===== src/rtl/cla_pkg.sv =====
// Shared definitions for the serial borrow-lookahead subtractor.
//   SLICE_W : bits handled per clock by the lookahead slice
//   state_e : control FSM states
//   nslice(): number of slices needed for a given operand width
package cla_pkg;

    localparam int SLICE_W = 4;

    typedef enum logic [1:0] {
        IDLE = 2'd0,
        RUN  = 2'd1,
        DONE = 2'd2
    } state_e;

    function automatic int nslice(input int width);
        return width / SLICE_W;
    endfunction

endpackage


===== src/rtl/borrow_lookahead_4bit.sv =====
// 4-bit borrow-lookahead subtract slice: d = a - b - bin.
//   a, b    : 4-bit operands
//   bin     : borrow into bit 0
//   d       : 4-bit difference
//   bout    : borrow out of bit 3
//   bmsb_in : borrow into bit 3 (for signed overflow)
// Every internal borrow is a flat sum of products of g/p/bin.
// No borrow ripples from bit to bit.
module borrow_lookahead_4bit (
    input  logic [3:0] a,
    input  logic [3:0] b,
    input  logic       bin,
    output logic [3:0] d,
    output logic       bout,
    output logic       bmsb_in
);

    logic [3:0] g;
    logic [3:0] p;
    logic [4:0] br;

    // A bit generates a borrow when it is 0 - 1.
    // It passes an incoming borrow through when a == b.
    assign g = ~a & b;
    assign p = ~(a ^ b);

    assign br[0] = bin;
    assign br[1] = g[0] | (p[0] & bin);
    assign br[2] = g[1] | (p[1] & g[0]) | (p[1] & p[0] & bin);
    assign br[3] = g[2] | (p[2] & g[1]) | (p[2] & p[1] & g[0])
                 | (p[2] & p[1] & p[0] & bin);
    assign br[4] = g[3] | (p[3] & g[2]) | (p[3] & p[2] & g[1])
                 | (p[3] & p[2] & p[1] & g[0])
                 | (p[3] & p[2] & p[1] & p[0] & bin);

    assign d       = a ^ b ^ br[3:0];
    assign bout    = br[4];
    assign bmsb_in = br[3];

endmodule


===== src/rtl/cla_sub_serial.sv =====
// Multi-cycle unsigned subtractor.
// It computes diff = a - b - bin (mod 2^WIDTH), one 4-bit slice per clock.
// The borrow is carried between slices in a register.
//   clk, rst_n           : clock, async active-low reset
//   in_valid / in_ready  : operand handshake (a, b, bin)
//   out_valid / out_ready: result handshake (diff, bout)
//   zero, ovf            : registered result flags. These are present only when
//                          CLA_SUB_FLAGS_EN is defined.
// Flow: IDLE accepts operands. RUN spends one cycle per slice.
// DONE holds the result until it is consumed.
import cla_pkg::*;

module cla_sub_serial #(
    parameter int WIDTH = 16
) (
    input  logic             clk,
    input  logic             rst_n,
    input  logic             in_valid,
    output logic             in_ready,
    input  logic [WIDTH-1:0] a,
    input  logic [WIDTH-1:0] b,
    input  logic             bin,
    output logic             out_valid,
    input  logic             out_ready,
    output logic [WIDTH-1:0] diff,
    output logic             bout
`ifdef CLA_SUB_FLAGS_EN
    ,
    output logic             zero,
    output logic             ovf
`endif
);

    localparam int NSLICE = nslice(WIDTH);
    localparam int IDX_W  = (NSLICE > 1) ? $clog2(NSLICE) : 1;
    localparam int SH     = $clog2(SLICE_W);
    localparam logic [IDX_W-1:0] LAST_IDX = IDX_W'(NSLICE - 1);

    state_e           state_q, state_d;
    logic [WIDTH-1:0] a_q, a_d;
    logic [WIDTH-1:0] b_q, b_d;
    logic [WIDTH-1:0] res_q, res_d;
    logic [IDX_W-1:0] idx_q, idx_d;
    logic             br_q, br_d;
`ifdef CLA_SUB_FLAGS_EN
    logic             zero_q, zero_d;
    logic             ovf_q, ovf_d;
`endif

    // Bit offset of the active slice.
    logic [IDX_W+SH-1:0] base;
    logic [SLICE_W-1:0]  sl_a, sl_b, sl_d;
    logic                sl_bout, sl_bmsb;

    assign base = {idx_q, {SH{1'b0}}};
    assign sl_a = a_q[base +: SLICE_W];
    assign sl_b = b_q[base +: SLICE_W];

    // A single slice serves every bit position. The operand slice is muxed by idx.
    borrow_lookahead_4bit u_slice (
        .a       (sl_a),
        .b       (sl_b),
        .bin     (br_q),
        .d       (sl_d),
        .bout    (sl_bout),
        .bmsb_in (sl_bmsb)
    );

    always_comb begin
        state_d = state_q;
        a_d     = a_q;
        b_d     = b_q;
        res_d   = res_q;
        idx_d   = idx_q;
        br_d    = br_q;
`ifdef CLA_SUB_FLAGS_EN
        zero_d  = zero_q;
        ovf_d   = ovf_q;
`endif
        case (state_q)
            IDLE: begin
                if (in_valid) begin
                    a_d     = a;
                    b_d     = b;
                    br_d    = bin;
                    idx_d   = '0;
                    res_d   = '0;
`ifdef CLA_SUB_FLAGS_EN
                    zero_d  = 1'b0;
                    ovf_d   = 1'b0;
`endif
                    state_d = RUN;
                end
            end
            RUN: begin
                res_d[base +: SLICE_W] = sl_d;
                br_d = sl_bout;
                if (idx_q == LAST_IDX) begin
                    state_d = DONE;
`ifdef CLA_SUB_FLAGS_EN
                    // res_d now holds the complete difference.
                    zero_d  = (res_d == '0);
                    ovf_d   = sl_bmsb ^ sl_bout;
`endif
                end else begin
                    idx_d = idx_q + 1'b1;
                end
            end
            DONE: begin
                if (out_ready) state_d = IDLE;
            end
            default: state_d = IDLE;
        endcase
    end

    always_ff @(posedge clk or negedge rst_n) begin
        if (!rst_n) begin
            state_q <= IDLE;
            a_q     <= '0;
            b_q     <= '0;
            res_q   <= '0;
            idx_q   <= '0;
            br_q    <= 1'b0;
`ifdef CLA_SUB_FLAGS_EN
            zero_q  <= 1'b0;
            ovf_q   <= 1'b0;
`endif
        end else begin
            state_q <= state_d;
            a_q     <= a_d;
            b_q     <= b_d;
            res_q   <= res_d;
            idx_q   <= idx_d;
            br_q    <= br_d;
`ifdef CLA_SUB_FLAGS_EN
            zero_q  <= zero_d;
            ovf_q   <= ovf_d;
`endif
        end
    end

    assign in_ready  = (state_q == IDLE);
    assign out_valid = (state_q == DONE);
    assign diff      = res_q;
    assign bout      = br_q;
`ifdef CLA_SUB_FLAGS_EN
    assign zero      = zero_q;
    assign ovf       = ovf_q;
`endif

endmodule


===== config.mk =====
export PLATFORM = sky130hd
export DESIGN_NAME = cla_sub_serial
export DESIGN_NICKNAME = d
export VERILOG_FILES = /design/src/rtl/cla_pkg.sv /design/src/rtl/borrow_lookahead_4bit.sv /design/src/rtl/cla_sub_serial.sv
export SDC_FILE = /design/constraint.sdc
export NUM_CORES = 1
export LEC_CHECK = 0
export CAP_MARGIN = 5
export CORE_MARGIN = 10
export CORE_UTILIZATION = 63
export CTS_BUF_LIST = sky130_fd_sc_hd__clkbuf_8 sky130_fd_sc_hd__clkbuf_16
export DETAILED_ROUTE_END_ITERATION = 8
export DONT_BUFFER_PORTS = 1
export PLACE_DENSITY = 0.9
export RECOVER_POWER = 50
export SYNTH_ARGS = -nofsm -noshare
export SYNTH_HDL_FRONTEND = slang
export SYNTH_SLANG_ARGS = --single-unit

===== constraint.sdc =====
create_clock -name clk -period 2.9 [get_ports clk]
set_clock_uncertainty 0.1 [all_clocks]
set_input_delay 0.725 -clock clk [delete_from_list [all_inputs] [get_ports clk]]
set_output_delay 0.725 -clock clk [all_outputs]
set_load 0.01 [all_outputs]

**After elaboration in Yosys (flattened, before gate mapping)**

Cells that the tools add are included.

- Bits of input ports: 37
- Latch bits: 0
- RAM bits: 0
- Memories: 0
- Memory bits (read-only): 0
- Flip-flop bits (word level): 53

- Reductions and logical operators: 6
- Add/subtract/negate cells: 2
- Divide/modulo/power cells: 0
- Multiply operators: 0
- Order comparisons: 0
- Bitwise operators: 31
- Equality and inequality tests: 7
- Shifts and indexed selects: 4
- Mux-type cells: 12

Operators by type and width:

| kind | count |
|---|---|
| $pmux 16 s2 | 1 |
| $shiftx 16x5->4 | 2 |
| $and 1x1->1 | 16 |
| $bwmux 16 | 1 |
| $mux 16 | 1 |
| $shift 4x6->16 const A | 1 |
| $shiftx 4x6->16 | 1 |
| $mux 2 | 5 |
| $or 1x1->1 | 10 |
| $not 4->4 | 2 |
| $xor 4x4->4 | 2 |
| $ne 2x2->1 const B | 3 |
| $neg 4->6 | 1 |
| $pmux 2 s3 | 1 |
| $reduce_and 3->1 | 2 |
| $and 4x4->4 | 1 |
| $eq 2x2->1 const B | 2 |
| $pmux 2 s2 | 1 |
| $reduce_and 2->1 | 2 |
| $add 2x1->2 const B | 1 |
| $eq 2x1->1 const B | 1 |
| $logic_not 2->1 | 1 |
| $ne 2x1->1 const B | 1 |
| $pmux 1 s2 | 1 |
| 2 further kinds | 2 |

**Depth between registers and ports, before layout**

- Depth in word-level cells: 11
- Gate-level depth with buffers: 9
- Depth with buffers taken out: 7

**By module**

Synthesis repeated with hierarchy kept, for this count alone.

- Cells, all modules: 180
- Area total of the unflattened synthesis: 2,683.8 µm²

By module, submodules not included:

| module | times used | sequential area each (µm²) | area an instance (µm²) | cells an instance |
|---|---|---|---|---|
| cla_sub_serial | 1 | 1,326.3 | 2,508.7 | 158 |
| borrow_lookahead_4bit | 1 | 0.0 | 175.2 | 22 |

**Worst setup path after synthesis**

No wires, ideal clock.

- Path kind: reg2reg
- Start point: register idx_q[0]
- End point: register res_q[11] (netlist: diff[11])
- Buffers on the path: 2
- Clock period less this slack: 2,552 ps
- Cell stages (with the launch flop): 9
- Arrival time: 2,385 ps
- Slack: 348 ps
- Required time: 2,732 ps
- Cells stage by stage: dfrtp_1 > buf_2 > buf_2 > mux4_2 > ha_1 > a211oi_1 > nor2_1 > o311ai_2 > a32o_1

- Cells in the longest elaborated chain, start to end: 11
- Elaborated cells between the ends (all ways): 27
- Classes of those cells: 1 x add/sub; 4 x shift; 2 x mux; 20 x bitwise

Ends and longest elaborated chain:

| what | RTL line | RTL |
|---|---|---|
| start: declaration | cla_sub_serial.sv:43 | `logic [IDX_W-1:0] idx_q, idx_d;` |
| start signal: assignment | cla_sub_serial.sv:133 | `idx_q <= idx_d;` |
| $shiftx 16x5->4, on equally long branches | cla_sub_serial.sv:56, cla_sub_serial.sv:57 |  |
| $xor 4x4->4 or $not 4->4 (tied branches) | borrow_lookahead_4bit.sv:25, borrow_lookahead_4bit.sv:36, borrow_lookahead_4bit.sv:24 |  |
| $not 4->4 or $and 4x4->4 (tied branches) | borrow_lookahead_4bit.sv:25, borrow_lookahead_4bit.sv:24 |  |
| $and 1x1->1, on equally long branches | borrow_lookahead_4bit.sv:30, borrow_lookahead_4bit.sv:31 |  |
| $or 1x1->1, or another cell as far along | borrow_lookahead_4bit.sv:30 | `assign br[3] = g[2] \| (p[2] & g[1]) \| (p[2] & p[1] & g[0])` |
| $or 1x1->1 or $and 1x1->1 (tied branches) | borrow_lookahead_4bit.sv:30, borrow_lookahead_4bit.sv:31 |  |
| $or 1x1->1 | borrow_lookahead_4bit.sv:31 | `\| (p[2] & p[1] & p[0] & bin);` |
| $xor 4x4->4 | borrow_lookahead_4bit.sv:36 | `assign d = a ^ b ^ br[3:0];` |
| $shiftx 4x6->16 | cla_sub_serial.sv:96 | `res_d[base +: SLICE_W] = sl_d;` |
| $bwmux 16 (*) | cla_sub_serial.sv:96 |  |
| $pmux 16 s2 (*) | cla_sub_serial.sv:80 | `case (state_q)` |
| end signal: assignment | cla_sub_serial.sv:132 | `res_q <= res_d;` |
| end: declaration | cla_sub_serial.sv:42 | `logic [WIDTH-1:0] res_q, res_d;` |

Mark *: on every way between the ends. The rest lies on a longest branch, timed or not.
A chain may end at the register's enable or synchronous reset.

**Worst setup path after layout**

- Start point: register idx_q[1]
- End point: register res_q[11] (netlist: diff[11])

The elaborated chain is that of the path after synthesis.

==> impl_metrics.json <==
{
  "outcome": "finished, final reports clean",
  "dieArea_mm2": 0.007214,
  "ys_top_cells_by_area": "dfrtp_1 50%, mux2_4 17%, mux4_2 6.8%",
  "crit_path_end_kind": "flop",
  "p_leak_nw": 1.290,
  "yosysWarnings": 0,
  "tightestPinTransition_ns": 1.248,
  "grt_pass1_vias": 1639,
  "final_cell_area_mm2": 0.002804,
  "tritoncts": "built",
  "rsz0062_at_grt": "false",
  "yosysUniqueCellTypes": 35,
  "cts_buffer_depth": 2,
  "reg2regPathDepth": 7,
  "drtIter0Drc": 96,
  "ant_nets": 0,
  "core_mm2": 0.004029,
  "hpwl_mm": 4.297,
  "clock-root-buffer": "clkbuf_8",
  "r2r-end": "diff[11]",
  "grtUsageTotal_pct": 15.55,
  "required_ns": 3.06,
  "ir_drop_v": 0.0008376,
  "cp-start-kind": "flop",
  "nNetsFinal": 244,
  "grt_overflow": 0,
  "clkLatencyLatePin_ns": 0.32,
  "hold_viol_final": 0,
  "grt_max_degree": 54,
  "p_per_area_mw_per_mm2": 1382,
  "drc": 0,
  "wire_per_inst_um": 22.45,
  "cts.sink_count": 53,
  "min_to": "b_q[12]",
  "final_cells": 249,
  "hold_path.class": "flop to flop",
  "holdCritStartpoint": "b_q[12]",
  "setup_viol": 0,
  "maxSlewHeadroom_pct": 16.80,
  "critPathMaxFanout": 13,
  "hold_depth": 1,
  "arrival_ns": 2.78,
  "port-buffer-count": 0,
  "dpl.cell_count": 240,
  "yosys.area.top_type": "dfrtp_1",
  "vias": 1531,
  "synthesis.nets": 243,
  "async_reset_ff_share_pct": 100.0,
  "synth_ff_type": "dfrtp_1",
  "fmax_mhz": 381.2,
  "setup_tns_ns": 0,
  "synth_edf_count": 0,
  "areaGrowthSynthToFinish_pct": 5.558,
  "period_minus_slack_ns": 2.623,
  "r2r-start": "idx_q[1]",
  "antenna_found_initial": 0,
  "cts_max_level": 2,
  "wl_mm": 5.589,
  "yosysSeqAreaShare_pct": 49.93,
  "synth_top_area_share_pct": 49.93,
  "drv_cap": 0,
  "finalPower_mw": 3.876,
  "postSynthCellCount": 197,
  "grt_pass1_wl_mm": 8.914,
  "start_util_pct": 65.93,
  "slew_viol_final": 0,
  "synth-seq-cells": 53,
  "post-place-ws_ns": 0.2060,
  "netlist_area_mm2": 0.002656,
  "ios": 56,
  "fin_crit_sh_pct": 90.46,
  "synth.avg_cell_area_um2": 13.48,
  "crit_path_start": "idx_q[1]",
  "clkSlewWorstSetupHoldPaths_ns": 0.11,
  "drtPass1Iterations": 4,
  "antenna_cells": 0,
  "rows": 23,
  "place_area_mm2": 0.002679,
  "gp_congestion": 0.8090,
  "vias_per_cell": 6.149,
  "rrSetupSlack_ns": 0.28,
  "crit_type": "flop to flop",
  "dieHeight_um": 84.94,
  "setup_slack_ns": 0.2767,
  "cts_buffers": 5,
  "die_w_um": 84.94,
  "drive_gt1_share_pct": 28.14
}
==> how the worst max path moves through the flow <==
stage,endpoint,slack [ns],cells after the start
floorplan,diff[11],0.35,8
global placement,diff[11],0.37,7
detailed placement,diff[11],0.21,7
CTS,diff[11],0.16,7
global route,diff[11],0.13,7
finish,diff[11],0.28,7
==> flip-flops by register name, summed over array words and instances (netlist names) <==
name / count
diff: 16
a_q: 16
idx_q: 2
state_q: 2
b_q: 16
bout: 1
==> cell type report <==
cell class | count | area, µm²
clock buffers | 5 | 68.82
clock inverters | 3 | 50.05
fillers | 281 | 1225
flip-flops and latches | 53 | 1328
well taps | 50 | 62.56
inverters | 9 | 33.78
repair buffers | 3 | 32.53
multi-input cells | 126 | 1229
==> per-layer routing <==
layer | share of wire, % | routed length (µm) | up-vias | GRT usage, %
li1 | - | - | 701 | -
met1 | 37 | 2057 | 767 | 16.63
met2 | 53 | 2935 | 52 | 26.77
met3 | 8.5 | 476 | 11 | 6.214
met4 | 2.1 | 120 | 0 | 6.287
met5 | 0 | 0 | - | 0
==> per-stage QoR <==
stage / util, % / hold slack (ns)
after detailed placement: 66.49 / 0.3314
final: 69.60 / 0.4020
after floorplan: - / 0.3294
after global placement: 66.49 / 0.3315
after global routing: 69.60 / 0.4205
after CTS: 70.12 / 0.1537
==> power breakdown <==
part | total (mW) | internal (mW) | switching (mW)
sequential | 1.41 | 1.06 | 0.350
combinational | 1.93 | 0.998 | 0.933
clock | 0.531 | 0.265 | 0.266
==> timing repair <==
action | CTS | global route
setup buffers | 0 | 0
setup endpoints to repair | 0 | 2
resized for setup | 0 | 1
endpoints found under the hold margin | 53 | 0
hold buffers | 1 | 0
==> synthesized netlist by cell type (all sizes together) (2+ instances only) <==
library cell / n
nand2b: 3
o21ai: 15
buf: 8
nor2: 8
a211oi: 2
clkinv: 2
nand2: 21
a22o: 6
mux2: 32
dfrtp: 53
inv: 7
ha: 8
a21o: 6
mux4: 8
a21oi: 2
==> layout by cell type (no fill, tap or decap), types with 6 or more instances in the layout <==
master | synthesis | routed
a21o_1 | 6 | 6
nand2_1 | 21 | 21
dfrtp_1 | 53 | 52
ha_1 | 8 | 8
mux2_4 | 30 | 30
inv_1 | 7 | 7
o21ai_1 | 8 | 8
nor2_1 | 8 | 8
mux4_2 | 8 | 8
a22o_1 | 6 | 6
o21ai_0 | 7 | 7
==> kinds of logic after synthesis <==
| family | share of synthesized area (%) |
|---|---|
| xor gates and xnor gates | 0.3298 |
| muxes | 24.59 |
| buffers and inverters | 3.863 |
| AOI/OAI and AO/OA | 8.903 |
| adders and majority gates | 4.522 |
| and+or+nand+nor | 7.867 |
| DFF | 49.93 |
==> worst max-delay path: stages, from the launching register on <==
cell and delay, ns:
dfrtp_1 0.69, mux4_2 0.39, inv_1 0.11, ha_1 0.25, a211oi_1 0.28, nor2_1 0.12
o311ai_2 0.38, a32o_1 0.24
No activity file was read; power rests on OpenSTA's default activity.
